`src/rtl/enc_pkg.sv`:
```
// Shared constants and width helper for the pending priority encoder.
package enc_pkg;

  localparam int unsigned MODE_FIXED = 0;
  localparam int unsigned MODE_RR    = 1;

  // Index width for a vector of 'value' entries; never narrower than one bit.
  function automatic int unsigned clog2(input int unsigned value);
    int unsigned r;
    int unsigned v;
    r = 0;
    v = (value > 0) ? value - 1 : 0;
    while (v > 0) begin
      r = r + 1;
      v = v >> 1;
    end
    return (r == 0) ? 1 : r;
  endfunction

endpackage

```
`src/rtl/pending_priority_encoder_prio_pick.sv`:
```
// Combinational pick of one set bit: highest index (fixed) or first at/after base (round-robin).
module prio_pick
  import enc_pkg::*;
#(
  parameter  int unsigned N = 8,
  localparam int unsigned W = clog2(N)
) (
  input  logic [N-1:0] vec_i,
  input  logic [W-1:0] base_i,
  input  logic         mode_i,
  output logic [W-1:0] idx_c_o,
  output logic         found_c_o
);

  // One extra bit so base + offset never overflows before the modulo-N fold.
  localparam int unsigned WP = W + 1;

  logic [WP-1:0] pos;

  // Scan order makes the preferred candidate the last one written.
  always_comb begin
    idx_c_o   = '0;
    found_c_o = 1'b0;
    pos       = '0;
    if (!mode_i) begin
      for (int i = 0; i < int'(N); i++) begin
        if (vec_i[i]) begin
          idx_c_o   = W'(i);
          found_c_o = 1'b1;
        end
      end
    end else begin
      for (int k = int'(N) - 1; k >= 0; k--) begin
        pos = {1'b0, base_i} + WP'(k);
        if (pos >= WP'(N)) begin
          pos = pos - WP'(N);
        end
        if (vec_i[W'(pos)]) begin
          idx_c_o   = W'(pos);
          found_c_o = 1'b1;
        end
      end
    end
  end

endmodule

```
`src/rtl/pending_priority_encoder.sv`:
```
// Sticky request capture feeding a one-entry valid/ready grant register.
module pending_priority_encoder
  import enc_pkg::*;
#(
  parameter  int unsigned N    = 8,
  parameter  int unsigned MODE = MODE_FIXED,
  localparam int unsigned W    = clog2(N)
) (
  input  logic         clk,
  input  logic         rst,
  input  logic         en,
  input  logic [N-1:0] d,
  output logic [W-1:0] q,
  output logic         valid,
  input  logic         ready,
  output logic [N-1:0] pending,
  output logic         multi
);

  localparam logic [0:0]   ST_EMPTY = 1'b0;
  localparam logic [0:0]   ST_FULL  = 1'b1;
  localparam logic         MODE_BIT = (MODE == MODE_RR);
  localparam logic [W-1:0] LAST_IDX = W'(N - 1);

  logic [0:0]   state_q, state_d;
  logic [N-1:0] pend_q, pend_d;
  logic [W-1:0] grant_q, grant_d;
  logic [W-1:0] ptr_q, ptr_d;
  logic         multi_q, multi_d;

  logic [W-1:0] pick_idx;
  logic         pick_found;
  logic         load;
  logic [N-1:0] clr;

  // Candidate selection always works from the registered pending vector.
  prio_pick #(
    .N (N)
  ) u_pick (
    .vec_i     (pend_q),
    .base_i    (ptr_q),
    .mode_i    (MODE_BIT),
    .idx_c_o   (pick_idx),
    .found_c_o (pick_found)
  );

  // Next state: grant load/consume, pending clear-then-set, pointer advance, multi detect.
  always_comb begin
    state_d = state_q;
    grant_d = grant_q;
    ptr_d   = ptr_q;
    clr     = '0;
    load    = 1'b0;

    case (state_q)
      ST_EMPTY: begin
        if (pick_found) begin
          load    = 1'b1;
          state_d = ST_FULL;
        end
      end
      ST_FULL: begin
        if (ready) begin
          if (pick_found) begin
            load = 1'b1;
          end else begin
            state_d = ST_EMPTY;
          end
        end
      end
      default: state_d = ST_EMPTY;
    endcase

    if (load) begin
      grant_d       = pick_idx;
      clr[pick_idx] = 1'b1;
      ptr_d         = (pick_idx == LAST_IDX) ? '0 : pick_idx + W'(1);
    end

    // A bit requested in the cycle it is granted stays pending.
    pend_d  = (pend_q & ~clr) | (en ? d : '0);
    multi_d = en && ((d & (d - N'(1))) != '0);
  end

  // State registers; reset drops all pending work and any held grant.
  always_ff @(posedge clk or posedge rst) begin
    if (rst) begin
      state_q <= ST_EMPTY;
      pend_q  <= '0;
      grant_q <= '0;
      ptr_q   <= '0;
      multi_q <= 1'b0;
    end else begin
      state_q <= state_d;
      pend_q  <= pend_d;
      grant_q <= grant_d;
      ptr_q   <= ptr_d;
      multi_q <= multi_d;
    end
  end

  assign q       = grant_q;
  assign valid   = (state_q == ST_FULL);
  assign pending = pend_q;
  assign multi   = multi_q;

endmodule

```
`config.mk`:
```
export PLATFORM = sky130hd
export DESIGN_NAME = pending_priority_encoder
export DESIGN_NICKNAME = d
export VERILOG_FILES = /design/src/rtl/enc_pkg.sv /design/src/rtl/pending_priority_encoder_prio_pick.sv /design/src/rtl/pending_priority_encoder.sv
export SDC_FILE = /design/constraint.sdc
export NUM_CORES = 1
export LEC_CHECK = 0
export BUFFER_PORTS_ARGS = -buffer_cell sky130_fd_sc_hd__buf_4
export CAP_MARGIN = 20
export CORE_MARGIN = 2
export CORE_UTILIZATION = 45
export CTS_CLUSTER_SIZE = 12
export DETAILED_ROUTE_END_ITERATION = 16
export GPL_ROUTABILITY_DRIVEN = 0
export MAX_ROUTING_LAYER = met4
export PLACE_DENSITY = 0.75
export SLEW_MARGIN = 0
export SYNTH_ARGS = -nofsm -noshare
export SYNTH_HDL_FRONTEND = slang
export SYNTH_SLANG_ARGS = --single-unit
```
`constraint.sdc`:
```
create_clock -name clk -period 1.93 [get_ports clk]
set_clock_uncertainty 0.2 [all_clocks]
set_input_delay 0 -clock clk [delete_from_list [all_inputs] [get_ports clk]]
set_output_delay 0 -clock clk [all_outputs]
set_load 0.01 [all_outputs]
```
==> results.txt <==
----------------------------------------------------
[Die]
  Total number of placement rows ... 13
  Y dimension of the die ... between 40 and 50 um
  Effective utilization at floorplan ... between 40 and 50%
  Full die area ... between 1500 and 2000 um^2
  Core region area ... about 1300 um^2
  DIE WIDTH ... between 40 and 50 um
  Io pins ... 25

[Final layout]
  Most frequent standard cell in the layout excluding fill and tap cells ... buf_4
  Area added between synthesis and finish ... 58.8%
  Layout net count ... roughly 120
  Layout cell share with drive strength beyond 1 ... between 30% and 40%
  Final core occ ... a little under 80%
  Final-layout fill cell count ... between 80 and 90
  Commonest non-fill, non-tap cells in the layout ... buf_4, dlygate4sd3_1, dfrtp_1
  Antenna diodes ... 0

[Timing]
  Number of pins with negative max-slew slack in the final report ... 0
  Setup violations, final ... 0
  Headroom to the max-slew limit ... between 60 and 70%
  Unrepaired setup endpoints after global routing ... no
  Post-layout worst setup margin ... roughly 0.13 ns
  Shortest clock period the worst path allows after layout ... roughly 1.8 ns
  Highest Clock Rate ... about 560 MHz
  Final-layout setup total negative slack ... 0 ns
  Final hold viol count ... 0
  Slew @ Worst Pin ... around 0.5 ns
  Period utilisation layout ... between 90 and 100%

[Pwr]
  Power per cell area ... approximately 650 nW/um^2
  Largest vdd supply drop ... ~0.51 mV
  Leak pwr ... 0.447 nW
  Final Total Pwr ... around 0.66 mW

[Job]
  Maximum capacitance violations ... 0

[Global routing]
  Overall track demand over capacity in global routing ... around a quarter
  Wire length of the first global-routing pass ... around 3 mm
  Initial antenna violation count ... 0
  GR Overflow Total ... 0
  Number of global-route vias before repair ... ~650
  Largest net degree at the start of global routing ... 14

[Critical path]
  Arr. time, crit path ... 1.76 ns
  Worst-path fanout max ... 6
  Crit. End Element ... flip-flop
  Data required time of the worst path ... 1.89 ns
  Startpoint types ... flip-flop
  Worst setup path category ... reg -> reg

[CTS]
  Buffer depth of the longest clock path ... 2
  Clock input transition at the sequential cells of the worst setup and hold paths ... 0.08 ns
  Clock buffer count from CTS ... 3
  Number of instances resized during post-cts repair ... 0
  # Post-CTS Setup Buffers ... 0
  Buffer type at the clock tree root ... clkbuf_4
  Number of H-tree levels ... 1
  Insertion delay of the later-clocked pin in the worst-skew pair ... 0.27 ns
  Clock net sink count ... 13
  Clock tree from TritonCTS ... yes

[Logic synthesis]
  Post-synthesis sequential area ratio ... between 50 and 60%
  Count of state elements after synthesis ... 13
  YS warnings ... 0
  Post-synth cell types ... 23
  Asr flop ratio synth ... 100%
  EDFF count, synth ... 0
  Gate count of the mapped netlist ... slightly above 60
  Top FF cell, synth ... dfrtp_1
  Netlist area before placement ... 644 um^2
  Syn nets ... between 70 and 80
  Avg Synthesized Cell Area ... ~11 um^2

[Route]
  Number of detailed-routing iterations run before antenna repair ... 4
  Per-cell via count in the routed design ... about 5.7
  Number of remaining DRC errors ... 0
  Total Routed Length ... between 1.5 and 2 mm
  First DRT Iteration DRCs ... 18
  WL/cell ... roughly 15 um
  Vias after detailed routing ... between 600 and 700
  Residual antenna-violating net count after detailed routing ... 0

[Placed design]
  Buffers on Ports ... 24
  Pre-CTS WS ... between 0.2 and 0.3 ns

[Min path]
  Class of the most critical hold timing path ... in -> async

[Run status]
  Outcome ... completed

----------------------------------------------------
-- power breakdown --
part           internal (mW)  leakage [nW]  switching, mW  total [mW]
Combinational         0.0983         0.301         0.0722       0.170
Clock                 0.0800        0.0150         0.0892       0.169
Sequential             0.295         0.132         0.0289       0.324
-- cell type report --
class	count	area (um^2)	area share (%)
clock buffer	4	26.3	2.57
inverter	4	15.0	1.47
multi-input combinational	43	300	29.3
sequential	13	325	31.8
tap	15	18.8	1.83
timing repair buffer	40	338	33.0
-- cells in the mapped netlist (all sizes together) (2+ instances only) --
cell type   n  area, um^2
mux2        2        22.5
dfrtp      13         325
inv         4        15.0
nor4        2        42.5
o31ai       2        15.0
a21oi       6        30.0
nand3       2        10.0
nand2       5        18.8
a22o        4        35.0
nor2        2        7.51
o21ai       7        35.0
-- worst paths after layout --
check,start,end,slack (ns),cells after the start
max,pending[6]$_DFF_PP0_,pending[5]$_DFF_PP0_,0.13,4
min,rst,pending[1]$_DFF_PP0_,0.11,3
max reg2reg,pending[6]$_DFF_PP0_,pending[5]$_DFF_PP0_,0.13,4
min reg2reg,q[1]$_DFFE_PP0P_,q[1]$_DFFE_PP0P_,0.32,1
max in group asynchronous,rst,q[1]$_DFFE_PP0P_,1.08,3
min in group clk,q[1]$_DFFE_PP0P_,q[1]$_DFFE_PP0P_,0.32,1
-- cells by family after synthesis --
logic type	share of synthesized area [%]
AO/OA/AOI/OAI	25.4
AND/OR/NAND/NOR	16.1
flip-flops	50.5
buffers and inverters	2.91
multiplexers	3.49
adder cells (fa/ha/maj)	1.55
-- worst max-delay path, cell delays in order (launching register included) --
cell           delay, ns
dfrtp_1             0.46
nor2_1              0.18
nand2_1             0.11
a22o_1              0.19
dlygate4sd3_1       0.55
-- state kept, by name, summed over array words and instances (netlist names) --
register	cells
q	3
multi	1
pending	8
valid	1
-- metrics by stage --
step	cells	cell area, um^2	hold WS (ns)
6_report	119	1020	0.108
2_1_floorplan	61	644	-0.323
5_1_grt	119	1020	0.173
3_3_place_gp	100	847	-0.153
3_5_place_dp	100	847	-0.136
4_1_cts	120	1030	0.128
-- routing by layer --
layer  global-route usage [%]  vias up  wire, um
met4                     12.3        0        60
met3                     3.04       10       102
met5                        -        -         0
met1                     29.5      313       763
li1                         -      319         -
met2                     38.8       34       901
-- timing repair --
| item | 4_1_cts | 5_1_grt |
|---|---|---|
| setup endpoints to repair | 0 | 1 |
| hold buffers | 16 | 0 |
| hold endpoints to repair | 24 | 0 |
Note: power is estimated with default switching activity, not from simulation.
